--- src/rtl/cpu_busif.sv ---
// Cache external-request port to single-beat 64-bit memory bus bridge.
// Write beats are queued in a small FIFO; one read (up to a 4-beat line)
// is held in a read context and replayed to the cache beat by beat in
// critical-word-first wrap order. Reads never overtake buffered writes.
module cpu_busif #(
  parameter int WBUF_DEPTH = 4
) (
  input  logic        clk,
  input  logic        rstn,
  input  logic        phi2,
  input  logic [31:0] extaddr,
  input  logic [4:0]  extsz,
  input  logic        extreq,
  input  logic        extwr,
  input  logic        extsrc,
  input  logic [63:0] extwdata,
  output logic        extrdy,
  output logic        extreply,
  output logic        extreplyto,
  output logic [63:0] extrdata,
  output logic        exterror,
  output logic        mem_req,
  output logic        mem_we,
  output logic [31:0] mem_addr,
  output logic [63:0] mem_wdata,
  output logic [7:0]  mem_wstrb,
  input  logic        mem_ack,
  input  logic [63:0] mem_rdata,
  input  logic        mem_err,
  output logic        werr
);

  localparam int AW = (WBUF_DEPTH > 1) ? $clog2(WBUF_DEPTH) : 1;
  localparam logic [AW:0] FULL_CNT = (AW+1)'(WBUF_DEPTH);

  typedef enum logic [1:0] {S_IDLE, S_WRITE, S_READ, S_REPLY} state_t;
  state_t state, state_nxt;

  // write-beat FIFO
  logic [31:0]   fifo_addr [WBUF_DEPTH];
  logic [63:0]   fifo_data [WBUF_DEPTH];
  logic [7:0]    fifo_strb [WBUF_DEPTH];
  logic [AW-1:0] wr_ptr, rd_ptr;
  logic [AW:0]   fcnt;
  logic          wfull, wempty, wpush, wpop;

  // write-burst tracking and the entry being pushed
  logic [1:0]  wbeat;
  logic [31:0] wbase;
  logic        wline_last;
  logic [2:0]  push_sh;
  logic [31:0] push_addr;
  logic [63:0] push_data;
  logic [7:0]  push_strb;

  // read context and reply register
  logic        rbusy, rline16, rline32, rsrc, rpush, rlast;
  logic [31:0] raddr;
  logic [1:0]  rbeat;
  logic [31:0] beat_addr;
  logic [63:0] rep_data;
  logic        rep_err;

  // Place right-justified sub-doubleword data on its big-endian byte lanes.
  function automatic logic [63:0] align_wdata(input logic [63:0] d, input logic [2:0] sh);
    return d << {sh, 3'b000};
  endfunction

  // Strobe (sz+1) contiguous lanes starting at lane sh.
  function automatic logic [7:0] lane_mask(input logic [2:0] sz, input logic [2:0] sh);
    logic [7:0] m;
    m = 8'hFF >> (3'd7 - sz);
    return m << sh;
  endfunction

  assign wfull  = (fcnt == FULL_CNT);
  assign wempty = (fcnt == '0);
  // Held low in reset so every output reads 0 while rstn is asserted.
  assign extrdy = rstn && (extwr ? !wfull : !rbusy);
  assign wpush  = phi2 && extreq && extwr && !wfull;
  assign rpush  = phi2 && extreq && !extwr && !rbusy;
  assign wpop   = (state == S_WRITE) && mem_ack;
  assign rlast  = rline32 ? (rbeat == 2'd3) : (rline16 ? (rbeat == 2'd1) : 1'b1);

  // Build the FIFO entry for the write beat presented by the cache.
  always_comb begin
    push_sh    = 3'd7 - extsz[2:0] - extaddr[2:0];
    push_addr  = {extaddr[31:3], 3'b000};
    push_data  = align_wdata(extwdata, push_sh);
    push_strb  = lane_mask(extsz[2:0], push_sh);
    wline_last = extsz[4] ? (wbeat == 2'd3) : (wbeat == 2'd1);
    if (extsz[3]) begin
      // later burst beats derive their address from the first; extaddr is ignored
      if (wbeat != 2'd0) push_addr = wbase + {27'd0, wbeat, 3'b000};
      push_data = extwdata;
      push_strb = 8'hFF;
    end
  end

  // Wrap the beat offset inside the 16- or 32-byte line.
  always_comb begin
    beat_addr = {raddr[31:3], 3'b000};
    if (rline32)      beat_addr[4:3] = raddr[4:3] + rbeat;
    else if (rline16) beat_addr[3]   = raddr[3] ^ rbeat[0];
  end

  // Datapath storage: FIFO entries, burst base, read context, reply capture.
  always_ff @(posedge clk) begin
    if (wpush) begin
      fifo_addr[wr_ptr] <= push_addr;
      fifo_data[wr_ptr] <= push_data;
      fifo_strb[wr_ptr] <= push_strb;
      if (extsz[3] && (wbeat == 2'd0)) wbase <= push_addr;
    end
    if (rpush) begin
      raddr   <= extaddr;
      rline16 <= extsz[3] & ~extsz[4];
      rline32 <= extsz[4];
      rsrc    <= extsrc;
    end
    if ((state == S_READ) && mem_ack) begin
      rep_data <= mem_rdata;
      rep_err  <= mem_err;
    end
  end

  // Control state: FSM, FIFO pointers/occupancy, burst and read beat counters.
  always_ff @(posedge clk or negedge rstn) begin
    if (!rstn) begin
      state  <= S_IDLE;
      wr_ptr <= '0;
      rd_ptr <= '0;
      fcnt   <= '0;
      wbeat  <= '0;
      rbusy  <= 1'b0;
      rbeat  <= '0;
      werr   <= 1'b0;
    end else begin
      state <= state_nxt;
      werr  <= wpop && mem_err;
      if (wpush) wr_ptr <= wr_ptr + 1'b1;
      if (wpop)  rd_ptr <= rd_ptr + 1'b1;
      case ({wpush, wpop})
        2'b10:   fcnt <= fcnt + 1'b1;
        2'b01:   fcnt <= fcnt - 1'b1;
        default: fcnt <= fcnt;
      endcase
      if (wpush && extsz[3]) wbeat <= wline_last ? 2'd0 : wbeat + 2'd1;
      if (rpush) begin
        rbusy <= 1'b1;
        rbeat <= '0;
      end else if ((state == S_REPLY) && phi2) begin
        if (rlast) begin
          rbusy <= 1'b0;
          rbeat <= '0;
        end else begin
          rbeat <= rbeat + 2'd1;
        end
      end
    end
  end

  // Next-state and bus/reply outputs; outputs are zero outside their state.
  always_comb begin
    state_nxt  = state;
    mem_req    = 1'b0;
    mem_we     = 1'b0;
    mem_addr   = '0;
    mem_wdata  = '0;
    mem_wstrb  = '0;
    extreply   = 1'b0;
    extreplyto = 1'b0;
    extrdata   = '0;
    exterror   = 1'b0;
    case (state)
      S_IDLE: begin
        // a write being pushed this cycle also takes priority over the read
        if (!wempty)              state_nxt = S_WRITE;
        else if (rbusy && !wpush) state_nxt = S_READ;
      end
      S_WRITE: begin
        mem_req   = 1'b1;
        mem_we    = 1'b1;
        mem_addr  = fifo_addr[rd_ptr];
        mem_wdata = fifo_data[rd_ptr];
        mem_wstrb = fifo_strb[rd_ptr];
        if (mem_ack) state_nxt = S_IDLE;
      end
      S_READ: begin
        mem_req  = 1'b1;
        mem_addr = beat_addr;
        if (mem_ack) state_nxt = S_REPLY;
      end
      S_REPLY: begin
        extreply   = 1'b1;
        extreplyto = rsrc;
        extrdata   = rep_data;
        exterror   = rep_err;
        if (phi2) state_nxt = rlast ? S_IDLE : S_READ;
      end
      default: state_nxt = S_IDLE;
    endcase
  end

endmodule

--- config.mk ---
export PLATFORM = sky130hd
export DESIGN_NAME = cpu_busif
export DESIGN_NICKNAME = d
export VERILOG_FILES = /design/src/rtl/cpu_busif.sv
export SDC_FILE = /design/constraint.sdc
export NUM_CORES = 1
export LEC_CHECK = 0
export ABC_AREA = 1
export CORE_UTILIZATION = 50
export DETAILED_ROUTE_END_ITERATION = 12
export GPL_TIMING_DRIVEN = 1
export HOLD_SLACK_MARGIN = 0.03
export PLACE_DENSITY = 0.74
export SYNTH_ARGS = -nofsm -noshare
export SYNTH_HDL_FRONTEND = slang
export SYNTH_SLANG_ARGS = --single-unit
--- constraint.sdc ---
create_clock -name clk -period 15.4 [get_ports clk]
set_clock_uncertainty 0.15 [all_clocks]
set_input_delay 1.54 -clock clk [delete_from_list [all_inputs] [get_ports clk]]
set_output_delay 1.54 -clock clk [all_outputs]
set_load 0.01 [all_outputs]
# Yosys cells after proc, flatten, opt, wreduce, memory -nomap -nowiden
# Memory sizes are Yosys's and may differ from the RTL's.
# Cells that the tools add are included.
[word_totals]
ramBits = 416
register_bits = 147
output_inout_bits = 175
input_bits = 173
memories = 3
word_cells = 113
[classes]
n_mux = 37
n_reduce_logical = 28
n_addsub = 10
shift = 3
eq_ne = 14
n_bitwise = 3
[memory_table]
columns = ["memory", "depth", "word_bits", "rd", "rd_ports_with_merged_regs", "wr", "line", "source"]
rows = [
  ["fifo_data", 4, 64, 1, 0, 1, "41", "logic [63:0] fifo_data [WBUF_DEPTH];"],
  ["fifo_addr", 4, 32, 1, 0, 1, "40", "logic [31:0] fifo_addr [WBUF_DEPTH];"],
  ["fifo_strb", 4, 8, 1, 0, 1, "42", "logic [7:0] fifo_strb [WBUF_DEPTH];"],
]
[op_table]
columns = ["op", "count"]
rows = [
  ["$mux W64", 3],
  ["$mux W32", 2],
  ["$pmux W32 S2", 1],
  ["$shl A64 B6 Y64", 1],
  ["$add A32 B5 Y32", 1],
  ["$mux W2", 10],
  ["$mux W1", 17],
  ["$mux W8", 2],
  ["$logic_and A1 B1 Y1", 13],
  ["$eq A2 B2 Y1 const B", 5],
  ["$add A2 B1 Y2 const B", 4],
  ["$eq A2 B1 Y1 const B", 4],
  ["$pmux W2 S4", 1],
  ["$reduce_bool A2 Y1", 4],
  ["$shl A8 B3 Y8", 1],
  ["$shr A8 B3 Y8 const A", 1],
  ["$ne A2 B2 Y1 const B", 3],
  ["$pmux W3 S2", 1],
  ["$logic_not A1 Y1", 4],
  ["$logic_not A2 Y1", 2],
  ["$reduce_and A2 Y1", 2],
  ["$reduce_and A4 Y1", 1],
  ["$add A3 B1 Y3 const B", 1],
  ["$eq A3 B3 Y1 const B", 1],
  ["other kinds (10)", 10],
]

# Depth between registers and ports, before layout
# Gate-level depths: netlist of the first run.
[depth]
word_depth = 8
depth_mapped = 12
depth_no_buf = 11

# Least setup slack after synthesis of the first run
# Ideal clock, no wire load.
[synth_path]
path_type = "input port to flip-flop"
start = "input port phi2"
end = "memory fifo_addr[0][0] (enable)"
slack_ps = 8470
arrival_ps = 6212
path_buffers = 0
setup_ps = 568
t_required_ps = 14682
path_stages = 4
cell_sequence = "nand2_1 -> nor2_1 -> nand2_2 -> nor2_1"
[synth_via]
elab_chain_cells = 5
[synth_lines]
columns = ["element", "line", "source"]
rows = [
  ["start: declaration", "10", "input logic phi2,"],
  ["$logic_and A1 B1 Y1 (3 in series)", "80", "assign wpush = phi2 && extreq && extwr && !wfull;"],
  ["$mux W1", "109", "if (wpush) begin"],
  ["$mux W1 (implied by the code)", "110", "fifo_addr[wr_ptr] <= push_addr;"],
  ["end: declaration", "40", ""],
]
# No other way between the ends.

# Final worst setup path of the first run
[layout_path]
start = "register rd_ptr[0]"
end = "output port mem_wdata[28]"
[layout_via]
elab_chain_cells = 2
[layout_lines]
columns = ["element", "line", "source"]
rows = [
  ["start: declaration", "43", "logic [AW-1:0] wr_ptr, rd_ptr;"],
  ["start signal: assignment", "142", "if (wpop) rd_ptr <= rd_ptr + 1'b1;"],
  ["$mem_v2 Z4 W64", "n/a", ""],
  ["$mux W64", "175", "case (state)"],
  ["end: declaration", "25", "output logic [63:0] mem_wdata,"],
]
# No other way between the ends.

==> load_flow_metrics.sql, run 1 <==
INSERT INTO impl_metrics (metric_group, metric, value, unit) VALUES
('layout', 'nNetsFinal', '2957', ''),
('timing', 'maxSlewViolCount', '0', ''),
('min_path', 'hp-class', 'reg -> reg', ''),
('timing', 'slew-limit-headroom', '0.223', ''),
('clock_tree', 'post_cts.resized_instances', '0', ''),
('clock_tree', 'cts_setup_buffers', '0', ''),
('worst_setup_path', 'worstSetupEndpointType', 'output port', ''),
('die', 'initial_core_util', '0.506', ''),
('clock_tree', 'worst_setup_hold_path_clk_slew', '0.06', 'ns'),
('power_and_ir_drop', 'p_sw', '1.72', 'mW'),
('logic_synthesis', 'synth_cell_type_count', '44', ''),
('logic_synthesis', 'synth_top_area_share', '0.644', ''),
('detailed_routing', 'antenna_violating_nets_post_route', '0', ''),
('logic_synthesis', 'mappedNetlistNets', '2668', ''),
('logic_synthesis', 'synth_area_in_compound_gates', '0.101', ''),
('detailed_routing', 'vias_per_cell', '5.47', ''),
('detailed_routing', 'drt-pass1-iter-count', '6', ''),
('logic_synthesis', 'synth_simple_gate_area_share', '0.169', ''),
('power_and_ir_drop', 'internal_power', '3.25', 'mW'),
('logic_synthesis', 'synth.largest_area_cell', 'sky130_fd_sc_hd__edfxtp_1', ''),
('worst_setup_path', 'critical_path.max_stage_delay', '0.82', 'ns'),
('die', 'design.die.area', '0.0517', 'mm2'),
('clock_tree', 'cts_hold_buffers', '0', ''),
('power_and_ir_drop', 'ir_worst_vdd', '104', 'uV'),
('logic_synthesis', 'synth_top_cells_by_area', 'sky130_fd_sc_hd__edfxtp_1 64%, sky130_fd_sc_hd__nand2_1 7.4%, sky130_fd_sc_hd__nor2_1 6.8%, sky130_fd_sc_hd__o21ai_0 5.9%, sky130_fd_sc_hd__inv_1 2.4%', ''),
('timing', 'fmax', '0.163', 'GHz'),
('power_and_ir_drop', 'power-per-cell-area', '160', 'mW/mm2'),
('global_routing', 'global_route_wire_length_before_repair', '103000', 'um'),
('worst_setup_path', 'crit_fanout', '91', ''),
('die', 'number_of_top_level_pins', '348', ''),
('timing', 'holdWs', '0.324', 'ns'),
('global_routing', 'pin_count_of_the_biggest_net_entering_global_routing', '118', ''),
('die', 'design.core.area', '0.0502', 'mm2'),
('timing', 'timing.final.crit_share', '0.398', ''),
('clock_tree', 'cts_root_buf', 'sky130_fd_sc_hd__clkbuf_16', ''),
('logic_synthesis', 'synthCells', '2475', ''),
('die', 'placementRows', '82', ''),
('logic_synthesis', 'synth-main-ff-cell', 'sky130_fd_sc_hd__edfxtp_1', ''),
('logic_synthesis', 'async_sr_flop_fraction', '0.0268', ''),
('timing', 'final_critical_path_setup_slack', '9.27', 'ns'),
('layout', 'areaGrowthSynthToFinish', '22.3', '%'),
('timing', 'setup_viol_count_final', '0', ''),
('worst_setup_path', 'reg2reg_depth', '4', ''),
('clock_tree', 'deepest_level_of_the_cts_h_tree', '2', ''),
('detailed_routing', 'initialDrtViolationCount', '1940', ''),
('layout', 'fillers', '3988', ''),
('worst_setup_path', 'crit-reg2reg-capture', 'rd_ptr[1]', ''),
('die', 'fp.dieW', '227', 'um'),
('place', 'io_buffer_count', '347', ''),
('logic_synthesis', 'synth.avg_cell_area', '10.3', 'um2'),
('worst_setup_path', 'cp_top_family', 'buffers and inverters', ''),
('outcome', 'run_status', 'complete, no violations', ''),
('logic_synthesis', 'synth_top_family_by_area', 'simple AND/OR/NAND/NOR gates', ''),
('clock_tree', 'cts_inserted_buffers', '55', ''),
('detailed_routing', 'finalWirelength', '69300', 'um'),
('timing', 'final-hold-violation-count', '0', ''),
('worst_setup_path', 'rrSetupSlack', '12.26', 'ns'),
('logic_synthesis', 'yosys_warnings', '0', ''),
('timing', 'totalNegativeSetupSlack', '0', 'ns'),
('global_routing', 'grt_antenna_before_repair', '3', ''),
('min_path', 'hp-start', 'fcnt[0]', ''),
('logic_synthesis', 'synth-edff-count', '545', ''),
('global_routing', 'track_usage', '0.265', ''),
('timing', 'finalWorstPathRequiredPeriod', '6.13', 'ns'),
('worst_setup_path', 'timing.critical_path.from', 'rd_ptr[0]', ''),
('worst_setup_path', 'critical_path_class', 'reg -> out', ''),
('power_and_ir_drop', 'seq_power_share', '0.382', ''),
('logic_synthesis', 'synth.area.mux_share', '0.000838', ''),
('clock_tree', 'clock_latency', '0.62', 'ns'),
('worst_setup_path', 'worstPathCellList', 'buf_4 > buf_4 > nor2_1 > nor2_1 > o21ai_0 > a21oi_1 > clkdlybuf4s50_1', ''),
('timing', 'grt_setup_unrepaired', 'no', '');
## flip-flops by register name (all words and copies together), names as in the netlist, 2 cells and up
register,flops
fcnt,3
fifo_addr,128
fifo_data,256
fifo_strb,32
raddr,29
rbeat,2
rd_ptr,2
rep_data,64
state,2
wbase,32
wbeat,2
wr_ptr,2
## logic make-up (layout without fill, tap and decap cells)
| family | Yosys count | count (layout) |
|---|---|---|
| AOI/OAI and AO/OA | 493 | 493 |
| xor gates and xnor gates | 18 | 18 |
| adders and majority gates | 20 | 20 |
| buffers and inverters | 309 | 642 |
| DFF | 560 | 560 |
| muxes | 2 | 2 |
| and+or+nand+nor | 1073 | 1073 |
## layout make-up
class / instances / area (um2) / share of cell area
well taps: 672 / 841 / 0.0271
multi-input cells: 1606 / 7360 / 0.237
clock buffers: 68 / 1450 / 0.0466
clock inverters: 33 / 363 / 0.0117
inverters: 169 / 646 / 0.0208
repair buffers: 372 / 3660 / 0.118
flip-flops and latches: 560 / 16700 / 0.539
## power by group through the flow
stage	registers (mW)	logic, mW	clock network [mW]
after global placement	1.93	1.69	0
after CTS	1.90	1.73	1.37
after global routing	1.91	1.90	1.43
final	1.90	1.73	1.35
after floorplan	1.90	1.04	0
after detailed placement	1.93	1.72	0
## per-layer routing
layer | track usage | part of all wire | up-vias
met3 | 0.0539 | 0.086 | 129
met4 | 0.0877 | 0.030 | 6
met5 | 0 | 0.00059 | -
li1 | - | - | 8983
met1 | 0.352 | 0.41 | 9081
met2 | 0.436 | 0.48 | 841
## cell usage in the layout, fill, tap and decap left out, drive strengths merged
master	netlist	layout
mux2	1	1
a31oi	1	1
nand4	4	4
nand2	513	513
nor2	465	465
fa	3	3
clkbuf	58	68
dfrtp	15	15
a21oi	91	91
nand3	70	70
nand3b	10	10
a21boi	1	1
clkinvlp	0	4
mux2i	1	1
and3	1	1
inv	169	170
clkinv	0	21
bufinv	0	7
buf	82	25
o22ai	42	42
clkdlybuf4s50	0	347
xnor2	3	3
or2	8	8
o211ai	9	9
o21ai	348	348
nor3	2	2
xor2	15	15
edfxtp	545	545
ha	17	17
o31ai	1	1
## per-stage QoR
step	cell area [um2]	cells	utilization	power, mW
finish	31100	3480	0.619	4.98
global placement	29300	3379	0.583	3.62
detailed placement	29300	3379	0.583	3.65
global route	31100	3480	0.619	5.24
floorplan	25400	2475	-	2.95
CTS	31100	3480	0.619	5.01
## how the worst min path moves through the flow
stage                     depth (start not counted)  endpoint
final                                             1   fcnt[0]
after global routing                              1   fcnt[0]
after CTS                                         1   fcnt[0]
after detailed placement                          1   fcnt[0]
after global placement                            1   fcnt[0]
after floorplan                                   1   fcnt[0]
(Power assumes the default switching activity.)
==> run 2, diff against run 1 <==
--- a/config.mk
+++ b/config.mk
@@ -10,7 +10,7 @@
 export DETAILED_ROUTE_END_ITERATION = 12
 export GPL_TIMING_DRIVEN = 1
 export HOLD_SLACK_MARGIN = 0.03
-export PLACE_DENSITY = 0.74
+export PLACE_DENSITY = 0.77
 export SYNTH_ARGS = -nofsm -noshare
 export SYNTH_HDL_FRONTEND = slang
 export SYNTH_SLANG_ARGS = --single-unit
==> constraint.sdc (replaced) <==
create_clock -name clk -period 5.3 [get_ports clk]
set_clock_uncertainty 0.15 [all_clocks]
set_input_delay 0.53 -clock clk [delete_from_list [all_inputs] [get_ports clk]]
set_output_delay 0.53 -clock clk [all_outputs]
set_load 0.01 [all_outputs]
==> run 2 against run 1 <==
Net effect:
- non-clock buffer count up 6
- total power rose to 3.0 times the previous value
- critical path depth down 2
- sequential cell count unchanged
- sequential share of layout area down 0.34 points
- register-to-register slack worse by 9.6 ns
- first-iteration DRC count up 3.2%
- global-route usage up 1.2 points
- sequential power rose to 2.9 times the previous value
- setup slack worse by 8.3 ns
==> load_flow_metrics.sql, run 2 (synthesized netlist as in run 1, its figures left out) <==
INSERT INTO impl_metrics (metric_group, metric, value, unit) VALUES
('outcome', 'run_status', 'complete, no violations', ''),
('die', 'placementRows', '82', ''),
('power_and_ir_drop', 'leak_pwr', '11.7', 'nW'),
('power_and_ir_drop', 'power-per-cell-area', '474', 'mW/mm2'),
('detailed_routing', 'wire_per_inst', '20.6', 'um'),
('power_and_ir_drop', 'report.power.total', '14.8', 'mW'),
('die', 'die_h', '227', 'um'),
('flow_run', 'maxCapViolCount', '0', ''),
('clock_tree', 'cts.path.max_buffers', '3', ''),
('layout', 'drive_gt1_frac', '0.0579', ''),
('detailed_routing', 'drt-pass1-iter-count', '6', ''),
('timing', 'holdWs', '0.263', 'ns'),
('detailed_routing', 'vias_per_cell', '5.54', ''),
('timing', 'fmax', '0.228', 'GHz'),
('layout', 'layout.cells.most_common_list', '545 x sky130_fd_sc_hd__edfxtp_1, 502 x sky130_fd_sc_hd__nand2_1, 456 x sky130_fd_sc_hd__nor2_1, 347 x sky130_fd_sc_hd__clkdlybuf4s50_1, 299 x sky130_fd_sc_hd__o21ai_0', ''),
('global_routing', 'first_global_vias', '18741', ''),
('die', 'initial_core_util', '0.506', ''),
('timing', 'final-hold-violation-count', '0', ''),
('min_path', 'hp-class', 'in -> async', ''),
('place', 'io_buffer_count', '347', ''),
('clock_tree', 'cts_root_buf', 'sky130_fd_sc_hd__clkbuf_16', ''),
('clock_tree', 'cts_inserted_buffers', '56', ''),
('detailed_routing', 'antenna_violating_nets_post_route', '0', ''),
('clock_tree', 'post_cts.resized_instances', '0', ''),
('worst_setup_path', 'worst-endpoint-required', '4.62', 'ns'),
('clock_tree', 'cts_num_sinks', '560', ''),
('layout', 'largest_register_ffs', '256', ''),
('place', 'dp_hpwl', '46500', 'um'),
('layout', 'areaGrowthSynthToFinish', '23.1', '%'),
('timing', 'finalWorstPathRequiredPeriod', '4.38', 'ns'),
('clock_tree', 'deepest_level_of_the_cts_h_tree', '2', ''),
('die', 'number_of_top_level_pins', '348', ''),
('clock_tree', 'worst_setup_hold_path_clk_slew', '0.06', 'ns'),
('clock_tree', 'clock_latency', '0.60', 'ns'),
('global_routing', 'pin_count_of_the_biggest_net_entering_global_routing', '114', ''),
('worst_setup_path', 'critPathLaunchType', 'register', ''),
('global_routing', 'grt_overflow_total', '0', ''),
('detailed_routing', 'routed-via-count', '19304', ''),
('layout', 'largest_registers', 'fifo_data (256), fifo_addr (128), rep_data (64)', ''),
('global_routing', 'grt_antenna_before_repair', '2', ''),
('layout', 'antenna_cells_inserted', '0', ''),
('clock_tree', 'cts_setup_buffers', '0', ''),
('worst_setup_path', 'crit_fanout', '113', ''),
('global_routing', 'global_route_wire_length_before_repair', '108000', 'um'),
('place', 'place.gp.congestion', '0.964', ''),
('detailed_routing', 'detail_route.drc_violations', '0', ''),
('timing', 'grt_setup_unrepaired', 'no', ''),
('detailed_routing', 'finalWirelength', '72000', 'um'),
('clock_tree', 'clock_tree_from_tritoncts', 'built', ''),
('power_and_ir_drop', 'ir_worst_vdd', '436', 'uV'),
('layout', 'layout.cells.most_common', 'sky130_fd_sc_hd__edfxtp_1', ''),
('worst_setup_path', 'arrival', '3.70', 'ns'),
('layout', 'largest_register', 'fifo_data', ''),
('die', 'fp.dieW', '227', 'um'),
('detailed_routing', 'initialDrtViolationCount', '2003', ''),
('timing', 'worst_pin_slew', '1.22', 'ns'),
('timing', 'timing.final.crit_share', '0.826', ''),
('timing', 'slew-limit-headroom', '0.188', ''),
('worst_setup_path', 'worstSetupEndpointType', 'output port', ''),
('global_routing', 'track_usage', '0.276', ''),
('timing', 'setup_viol_count_final', '0', ''),
('timing', 'maxSlewViolCount', '0', ''),
('die', 'design.die.area', '0.0517', 'mm2'),
('die', 'design.core.area', '0.0502', 'mm2'),
('clock_tree', 'cts_hold_buffers', '0', ''),
('layout', 'nNetsFinal', '2964', ''),
('worst_setup_path', 'critical_path_class', 'reg -> out', '');
==> run 2: final cells by class <==
cell class / count / area [um2]
Multi-Input combinational cell: 1606 / 7350
Sequential cell: 560 / 16700
Clock inverter: 31 / 445
Clock buffer: 71 / 1510
Timing Repair Buffer: 378 / 3720
Fill cell: 3927 / 18900
Tap cell: 672 / 841
Inverter: 169 / 646
==> run 2: worst max-delay path, stage by stage (launching register included) <==
cell and delay, ns:
sky130_fd_sc_hd__dfrtp_4 0.66, sky130_fd_sc_hd__inv_4 0.87, sky130_fd_sc_hd__buf_12 0.35, sky130_fd_sc_hd__o21ai_0 0.15
sky130_fd_sc_hd__a21oi_1 0.41, sky130_fd_sc_hd__clkdlybuf4s50_1 0.63
==> run 2: path summary, 6_finish.rpt <==
| path | startpoint | endpoint | slack, ns | cells past startpoint |
|---|---|---|---|---|
| worst max-delay path | rd_ptr[0] | mem_wdata[53] | 0.92 | 5 |
| worst min-delay path | rstn | werr | 0.26 | 1 |
| worst max register to register | wbeat[0] | fifo_addr[2][23] | 2.71 | 9 |
| worst min register to register | fcnt[0] | fcnt[0] | 0.33 | 1 |
| max in group asynchronous | rstn | rd_ptr[1] | 4.12 | 1 |
| min in group clk | fcnt[0] | fcnt[0] | 0.33 | 1 |
==> run 2: power by group <==
part           total, mW  leakage (nW)  internal (mW)  switching (mW)
Clock               4.20         0.938           2.54            1.66
Sequential          5.51          5.13           5.35           0.168
Combinational       5.10          5.61           1.86            3.24
==> run 2: routing by layer <==
layer,GRT usage,vias to the layer above,part of all wire,wire length (um)
li1,-,8994,-,-
met1,0.366,9308,0.40,29000
met2,0.455,857,0.48,34600
met5,0,-,0.000028,2
met3,0.0528,143,0.081,5860
met4,0.0996,2,0.034,2470
==> run 2: metrics by stage <==
stage          setup slack [ns]  instances  TNS [ns]  instance area, um2   util
3_3_place_gp               1.56       3385         0               29300  0.584
3_5_place_dp               1.52       3385         0               29300  0.584
4_1_cts                   0.863       3487         0               31300  0.623
6_report                  0.922       3487         0               31300  0.623
2_1_floorplan            -0.620       2475   -257.74               25400      -
5_1_grt                   0.728       3487         0               31300  0.623
